**src/rtl/rsaasip_pkg.sv**
```systemverilog
// Shared types and default sizes for the 16-bit RSA ASIP pipeline.
package rsaasip_pkg;

    localparam int ARQ_DEF              = 16;
    localparam int MEMORY_ADDR_SIZE_DEF = 13;
    localparam int REG_ADDR_DEF         = 4;
    localparam int MEM_TIMEOUT_DEF      = 15;

    typedef enum logic [1:0] {
        OP_NOP   = 2'b00,
        OP_ALU   = 2'b01,
        OP_LOAD  = 2'b10,
        OP_STORE = 2'b11
    } mem_op_t;

    typedef enum logic [1:0] {
        S_IDLE = 2'b00,
        S_REQ  = 2'b01,
        S_WB   = 2'b10
    } state_t;

endpackage

```
**src/rtl/mem_wb_holdreg.sv**
```systemverilog
// Capture register for an accepted EXE result: op, memory address, store data and rd.
module mem_wb_holdreg
    import rsaasip_pkg::*;
#(
    parameter int ARQ              = ARQ_DEF,
    parameter int MEMORY_ADDR_SIZE = MEMORY_ADDR_SIZE_DEF,
    parameter int REG_ADDR         = REG_ADDR_DEF
) (
    input  logic                        clk,
    input  logic                        rst,
    input  logic                        load_en_i,
    input  mem_op_t                     op_i,
    input  logic [MEMORY_ADDR_SIZE-1:0] addr_i,
    input  logic [ARQ-1:0]              data_i,
    input  logic [REG_ADDR-1:0]         rd_i,
    output mem_op_t                     op_o,
    output logic [MEMORY_ADDR_SIZE-1:0] addr_o,
    output logic [ARQ-1:0]              data_o,
    output logic [REG_ADDR-1:0]         rd_o
);

    mem_op_t                     op_q;
    logic [MEMORY_ADDR_SIZE-1:0] addr_q;
    logic [ARQ-1:0]              data_q;
    logic [REG_ADDR-1:0]         rd_q;

    // Load on acceptance, hold otherwise so the memory sees a stable request.
    always_ff @(posedge clk) begin
        if (rst) begin
            op_q   <= OP_NOP;
            addr_q <= {MEMORY_ADDR_SIZE{1'b0}};
            data_q <= {ARQ{1'b0}};
            rd_q   <= {REG_ADDR{1'b0}};
        end else if (load_en_i) begin
            op_q   <= op_i;
            addr_q <= addr_i;
            data_q <= data_i;
            rd_q   <= rd_i;
        end else begin
            op_q   <= op_q;
            addr_q <= addr_q;
            data_q <= data_q;
            rd_q   <= rd_q;
        end
    end

    assign op_o   = op_q;
    assign addr_o = addr_q;
    assign data_o = data_q;
    assign rd_o   = rd_q;

endmodule

```
**src/rtl/mem_wb_stage.sv**
```systemverilog
// MEM/WB stage: accepts EXE results, runs LOAD/STORE over a req/ack handshake with
// timeout, and produces the one-cycle register-file write-back.
module mem_wb_stage
    import rsaasip_pkg::*;
#(
    parameter int ARQ              = ARQ_DEF,
    parameter int MEMORY_ADDR_SIZE = MEMORY_ADDR_SIZE_DEF,
    parameter int REG_ADDR         = REG_ADDR_DEF,
    parameter int MEM_TIMEOUT      = MEM_TIMEOUT_DEF
) (
    input  logic                        clk,
    input  logic                        rst,
    input  logic                        exe_valid,
    output logic                        exe_ready,
    input  logic [1:0]                  exe_op,
    input  logic [ARQ-1:0]              exe_alu_result,
    input  logic [ARQ-1:0]              exe_store_data,
    input  logic [REG_ADDR-1:0]         exe_rd,
    output logic                        mem_req,
    output logic                        mem_we,
    output logic [MEMORY_ADDR_SIZE-1:0] mem_addr,
    output logic [ARQ-1:0]              mem_wdata,
    input  logic [ARQ-1:0]              mem_rdata,
    input  logic                        mem_ack,
    output logic [ARQ-1:0]              wb_result,
    output logic [REG_ADDR-1:0]         wb_rd,
    output logic                        wr_reg_en,
    output logic                        mem_err
);

    localparam logic [3:0] TIMEOUT_LAST = 4'(MEM_TIMEOUT - 1);

    state_t              state_q, state_d;
    logic [3:0]          cnt_q, cnt_d;
    logic                mem_err_q, mem_err_d;
    logic [ARQ-1:0]      wb_result_q, wb_result_d;
    logic [REG_ADDR-1:0] wb_rd_q, wb_rd_d;

    mem_op_t             op_in_s;
    mem_op_t             hold_op_s;
    logic [ARQ-1:0]      hold_data_s;
    logic [REG_ADDR-1:0] hold_rd_s;
    logic                accept_s;
    logic                addr_bad_s;

    assign op_in_s    = mem_op_t'(exe_op);
    assign exe_ready  = (state_q != S_REQ);
    assign accept_s   = exe_valid && exe_ready;
    assign addr_bad_s = |exe_alu_result[ARQ-1:MEMORY_ADDR_SIZE];

    mem_wb_holdreg #(
        .ARQ              (ARQ),
        .MEMORY_ADDR_SIZE (MEMORY_ADDR_SIZE),
        .REG_ADDR         (REG_ADDR)
    ) u_holdreg (
        .clk       (clk),
        .rst       (rst),
        .load_en_i (accept_s),
        .op_i      (op_in_s),
        .addr_i    (exe_alu_result[MEMORY_ADDR_SIZE-1:0]),
        .data_i    (exe_store_data),
        .rd_i      (exe_rd),
        .op_o      (hold_op_s),
        .addr_o    (mem_addr),
        .data_o    (hold_data_s),
        .rd_o      (hold_rd_s)
    );

    // Next-state, wait counter, error pulse and write-back value selection.
    always_comb begin
        state_d     = state_q;
        cnt_d       = cnt_q;
        mem_err_d   = 1'b0;
        wb_result_d = wb_result_q;
        wb_rd_d     = wb_rd_q;
        case (state_q)
            S_IDLE, S_WB: begin
                state_d = S_IDLE;
                if (accept_s) begin
                    case (op_in_s)
                        OP_ALU: begin
                            state_d     = S_WB;
                            wb_result_d = exe_alu_result;
                            wb_rd_d     = exe_rd;
                        end
                        OP_LOAD, OP_STORE: begin
                            // Out-of-range address never reaches memory.
                            if (addr_bad_s) begin
                                mem_err_d = 1'b1;
                            end else begin
                                state_d = S_REQ;
                                cnt_d   = 4'd0;
                            end
                        end
                        default: begin
                            state_d = S_IDLE;
                        end
                    endcase
                end else begin
                    state_d = S_IDLE;
                end
            end
            S_REQ: begin
                if (mem_ack) begin
                    if (hold_op_s == OP_LOAD) begin
                        state_d     = S_WB;
                        wb_result_d = mem_rdata;
                        wb_rd_d     = hold_rd_s;
                    end else begin
                        state_d = S_IDLE;
                    end
                end else if (cnt_q == TIMEOUT_LAST) begin
                    state_d   = S_IDLE;
                    mem_err_d = 1'b1;
                end else begin
                    cnt_d = cnt_q + 4'd1;
                end
            end
            default: begin
                state_d = S_IDLE;
            end
        endcase
    end

    // State and output registers with synchronous reset.
    always_ff @(posedge clk) begin
        if (rst) begin
            state_q     <= S_IDLE;
            cnt_q       <= 4'd0;
            mem_err_q   <= 1'b0;
            wb_result_q <= {ARQ{1'b0}};
            wb_rd_q     <= {REG_ADDR{1'b0}};
        end else begin
            state_q     <= state_d;
            cnt_q       <= cnt_d;
            mem_err_q   <= mem_err_d;
            wb_result_q <= wb_result_d;
            wb_rd_q     <= wb_rd_d;
        end
    end

    assign mem_req   = (state_q == S_REQ);
    assign mem_we    = mem_req && (hold_op_s == OP_STORE);
    assign mem_wdata = mem_we ? hold_data_s : {ARQ{1'b0}};
    assign wr_reg_en = (state_q == S_WB);
    assign wb_result = wb_result_q;
    assign wb_rd     = wb_rd_q;
    assign mem_err   = mem_err_q;

endmodule

```
**config.mk**
```make
export PLATFORM = sky130hd
export DESIGN_NAME = mem_wb_stage
export DESIGN_NICKNAME = d
export VERILOG_FILES = /design/src/rtl/rsaasip_pkg.sv /design/src/rtl/mem_wb_holdreg.sv /design/src/rtl/mem_wb_stage.sv
export SDC_FILE = /design/constraint.sdc
export NUM_CORES = 1
export LEC_CHECK = 0
export ABC_AREA = 1
export CAP_MARGIN = 20
export CORE_MARGIN = 2
export CORE_UTILIZATION = 47
export CTS_BUF_LIST = sky130_fd_sc_hd__clkbuf_4
export DETAILED_ROUTE_END_ITERATION = 16
export MAX_ROUTING_LAYER = met4
export PLACE_DENSITY = 0.87
export SETUP_SLACK_MARGIN = 0.1
export SLEW_MARGIN = 20
export SYNTH_ARGS = -nofsm -noshare
export SYNTH_HDL_FRONTEND = slang
export SYNTH_SLANG_ARGS = --single-unit
```
**constraint.sdc**
```tcl
create_clock -name clk -period 2.55 [get_ports clk]
set_clock_uncertainty 0.05 [all_clocks]
set_input_delay 0.51 -clock clk [delete_from_list [all_inputs] [get_ports clk]]
set_output_delay 0.51 -clock clk [all_outputs]
set_load 0.01 [all_outputs]
```
==> flow_summary.ini <==
[route]
wirelength_um = 6983
wl_met1_um = 3070
wl_met3_um = 497
dr.pass1.iters = 4
wl_met2_um = 3297
first_iter_violations = 139
drc = 0
routed.top_layer = met4
wl_per_cell_um = 12.38
ant_nets = 0
vias_per_cell = 4.814
vias = 2715

[timing]
hold_viol_final = 0
worstMarginPinSlew_ns = 0.4010
finalSetupViolCount = 0
fmax_mhz = 414.2
slew_viol_final = 0
slew-limit-headroom_pct = 73.23
finalSetupTns_ns = 0
min_period_ns = 2.414
period_share_pct = 94.68
rsz0062_at_grt = yes

[placement]
dp_hpwl_um = 4861
numPortBuffers = 111
place_congestion = 0.8245

[floorplan]
pin_count = 112
rows = 27
die_x_um = 79.18
die_h_um = 79.18
core_area_mm2 = 0.005473
start_util_pct = 48.54
die_area_mm2 = 0.006269

[worst_hold_path]
hp-class = reg -> reg

[global_route]
grt_overflow = 0
grt_max_degree = 44
grt_pass1_vias = 2385
antenna_found_initial = 0
grt_usage_pct = 23.45
grt_pass1_wl_um = 11030

[worst_setup_path]
critical_path.cell_chain = inv_2, nor2_4, nand3_4, nor2_1, clkdlybuf4s50_1
r2r_cells = 8
worst-endpoint-arrival_ns = 1.85
path_delay_family = buffers and inverters
worstReg2RegStart = state_q[0]
cp-start-kind = register
path_buf_inv = 2
setup.worst_path.class = reg -> out
endpoint_kind = primary output
r2r_slack_ns = 0.80
r2r_end = wb_result[7]
cp_slowest_cell = clkdlybuf4s50_1
path_depth = 5
crit_start = state_q[0]
required_ns = 1.99
crit_path_end = mem_wdata[6]
critPathMaxStageDelay_ns = 0.55
path_max_fanout = 17

[yosys]
synth_top_area_share_pct = 46.73
ys_seq_area_share_pct = 46.73
yosysTopAreaCell = dfxtp_1
synth_edf_count = 0
synth_area_per_cell_um2 = 6.972
yosys_warnings = 0
synth_cell_types = 24
ys_async_sr_fraction_pct = 0
netlist_area_mm2 = 0.002656
ys.flop_type = dfxtp_1
syn_inst = 381
synth_seq_cells = 62
syn_nets = 441
ys_top_cells_by_area = dfxtp_1 47%, nor2_1 15%, o21ai_0 9.8%

[layout]
antennaDiodeCount = 0
areaGrowthSynthToFinish_pct = 47.53
fillers = 464
drive_gt1_share_pct = 6.504
nets = 547

[power_and_ir_drop]
p_seq_share_pct = 51.7
clockPowerShare_pct = 32.2
power.density_mw_per_mm2 = 520.6
intPower_mw = 1.522
p_total_mw = 2.040
p_sw_mw = 0.5180
peakVddDrop_mv = 0.3487
comb_power_share_pct = 16.1
p_leak_nw = 1.679
swShare_pct = 25.39

[clock_tree]
clk_latency_ns = 0.40
clk_path_buf_depth = 2
cts-buffers-inserted = 9
h-tree-depth = 3
clk_pin_slew_ns = 0.10
root_buffer = clkbuf_4
tritoncts = built
clock_sinks = 62

[job]
maxCapViolCount = 0

[status]
status = completed
==> synthesized netlist by cell type, types with 3 or more instances <==
cell type	number
nand3_1	7
buf_2	6
inv_1	27
o21ai_0	52
a21oi_1	22
buf_4	4
nor2_1	103
nand2_1	64
dfxtp_1	62
inv_2	4
o21ai_1	5
clkbuf_1	8
nand4_1	3
==> sequential cells by signal (all words and copies together), names as in the netlist <==
| register | cells |
|---|---|
| u_holdreg.data_o | 16 |
| u_holdreg.addr_o | 13 |
| u_holdreg.rd_o | 4 |
| wb_result | 16 |
| cnt_q | 4 |
| state_q | 2 |
| wb_rd | 4 |
| u_holdreg.op_o | 2 |
| mem_err | 1 |
==> cells in the final DEF, fill, tap and decap left out, drive strengths merged <==
| cell type | instances |
|---|---|
| dfxtp | 62 |
| nand2 | 67 |
| nor2 | 104 |
| a21oi | 22 |
| inv | 31 |
| nand4 | 3 |
| nor3 | 1 |
| o21bai | 1 |
| clkinv | 4 |
| nand3 | 8 |
| ha | 2 |
| bufinv | 1 |
| xnor2 | 1 |
| buf | 5 |
| clkbuf | 11 |
| o21ai | 58 |
| clkdlybuf4s50 | 111 |
==> tightest hold or removal path: stages (launching register included) <==
cell     delay (ns)
dfxtp_1        0.31
inv_1          0.06
a21oi_1        0.06
==> logic make-up (layout without fill, tap and decap cells) <==
group,count (synthesis),in the layout,synth area share (%)
compound gates,81,81,15.50
xor+xnor,1,1,0.3298
fa+ha+maj,2,2,0.9419
buf+inv,52,163,8.808
flops,62,62,46.73
simple gates,183,183,27.70
==> through the flow <==
stage | instances | area [um2] | utilization (%) | worst slack, ns | hold slack (ns)
global placement | 548 | 3777 | 69.02 | 0.4712 | 0.3824
detailed placement | 548 | 3777 | 69.02 | 0.3876 | 0.3938
finish | 564 | 3919 | 71.60 | 0.1356 | 0.4086
global route | 564 | 3919 | 71.60 | 0.01592 | 0.4379
CTS | 564 | 3919 | 71.60 | 0.1125 | 0.4097
floorplan | 381 | 2656 | - | 0.8834 | 0.3745
==> power by group through the flow <==
stage	combinational (mW)	sequential, mW	clock [mW]
floorplan	0.131	1.09	0
global placement	0.321	1.07	0
detailed placement	0.327	1.08	0
CTS	0.329	1.06	0.671
global route	0.364	1.06	0.718
finish	0.328	1.06	0.656
==> final cells by class <==
cell class | count | area, um2 | share of cell area, %
Timing Repair Buffer | 116 | 1149 | 29.31
Sequential cell | 62 | 1242 | 31.70
Inverter | 31 | 116.4 | 2.969
Clock buffer | 11 | 82.58 | 2.107
Tap cell | 72 | 90.09 | 2.299
Clock inverter | 5 | 50.05 | 1.277
Multi-Input combinational cell | 267 | 1189 | 30.33
==> worst min path at each step <==
stage,startpoint,endpoint,cells past startpoint
detailed placement,u_holdreg.data_o[6],u_holdreg.data_o[6],2
floorplan,u_holdreg.rd_o[3],u_holdreg.rd_o[3],2
CTS,u_holdreg.data_o[6],u_holdreg.data_o[6],2
global placement,u_holdreg.rd_o[3],u_holdreg.rd_o[3],2
finish,u_holdreg.data_o[6],u_holdreg.data_o[6],2
global route,u_holdreg.data_o[6],u_holdreg.data_o[6],2
==> routing by layer <==
metal  vias up  global-route usage, %
met5         -                      -
met2       101                  37.12
met3        11                  6.705
met1      1189                  28.25
li1       1414                      -
met4         0                  9.483
==> what timing repair did <==
item	4_1_cts	5_1_grt
hold buffers	0	0
setup buffers	0	0
endpoints found under the setup margin	18	17
resized for setup	2	0
No activity file was read; power rests on OpenSTA's default activity.
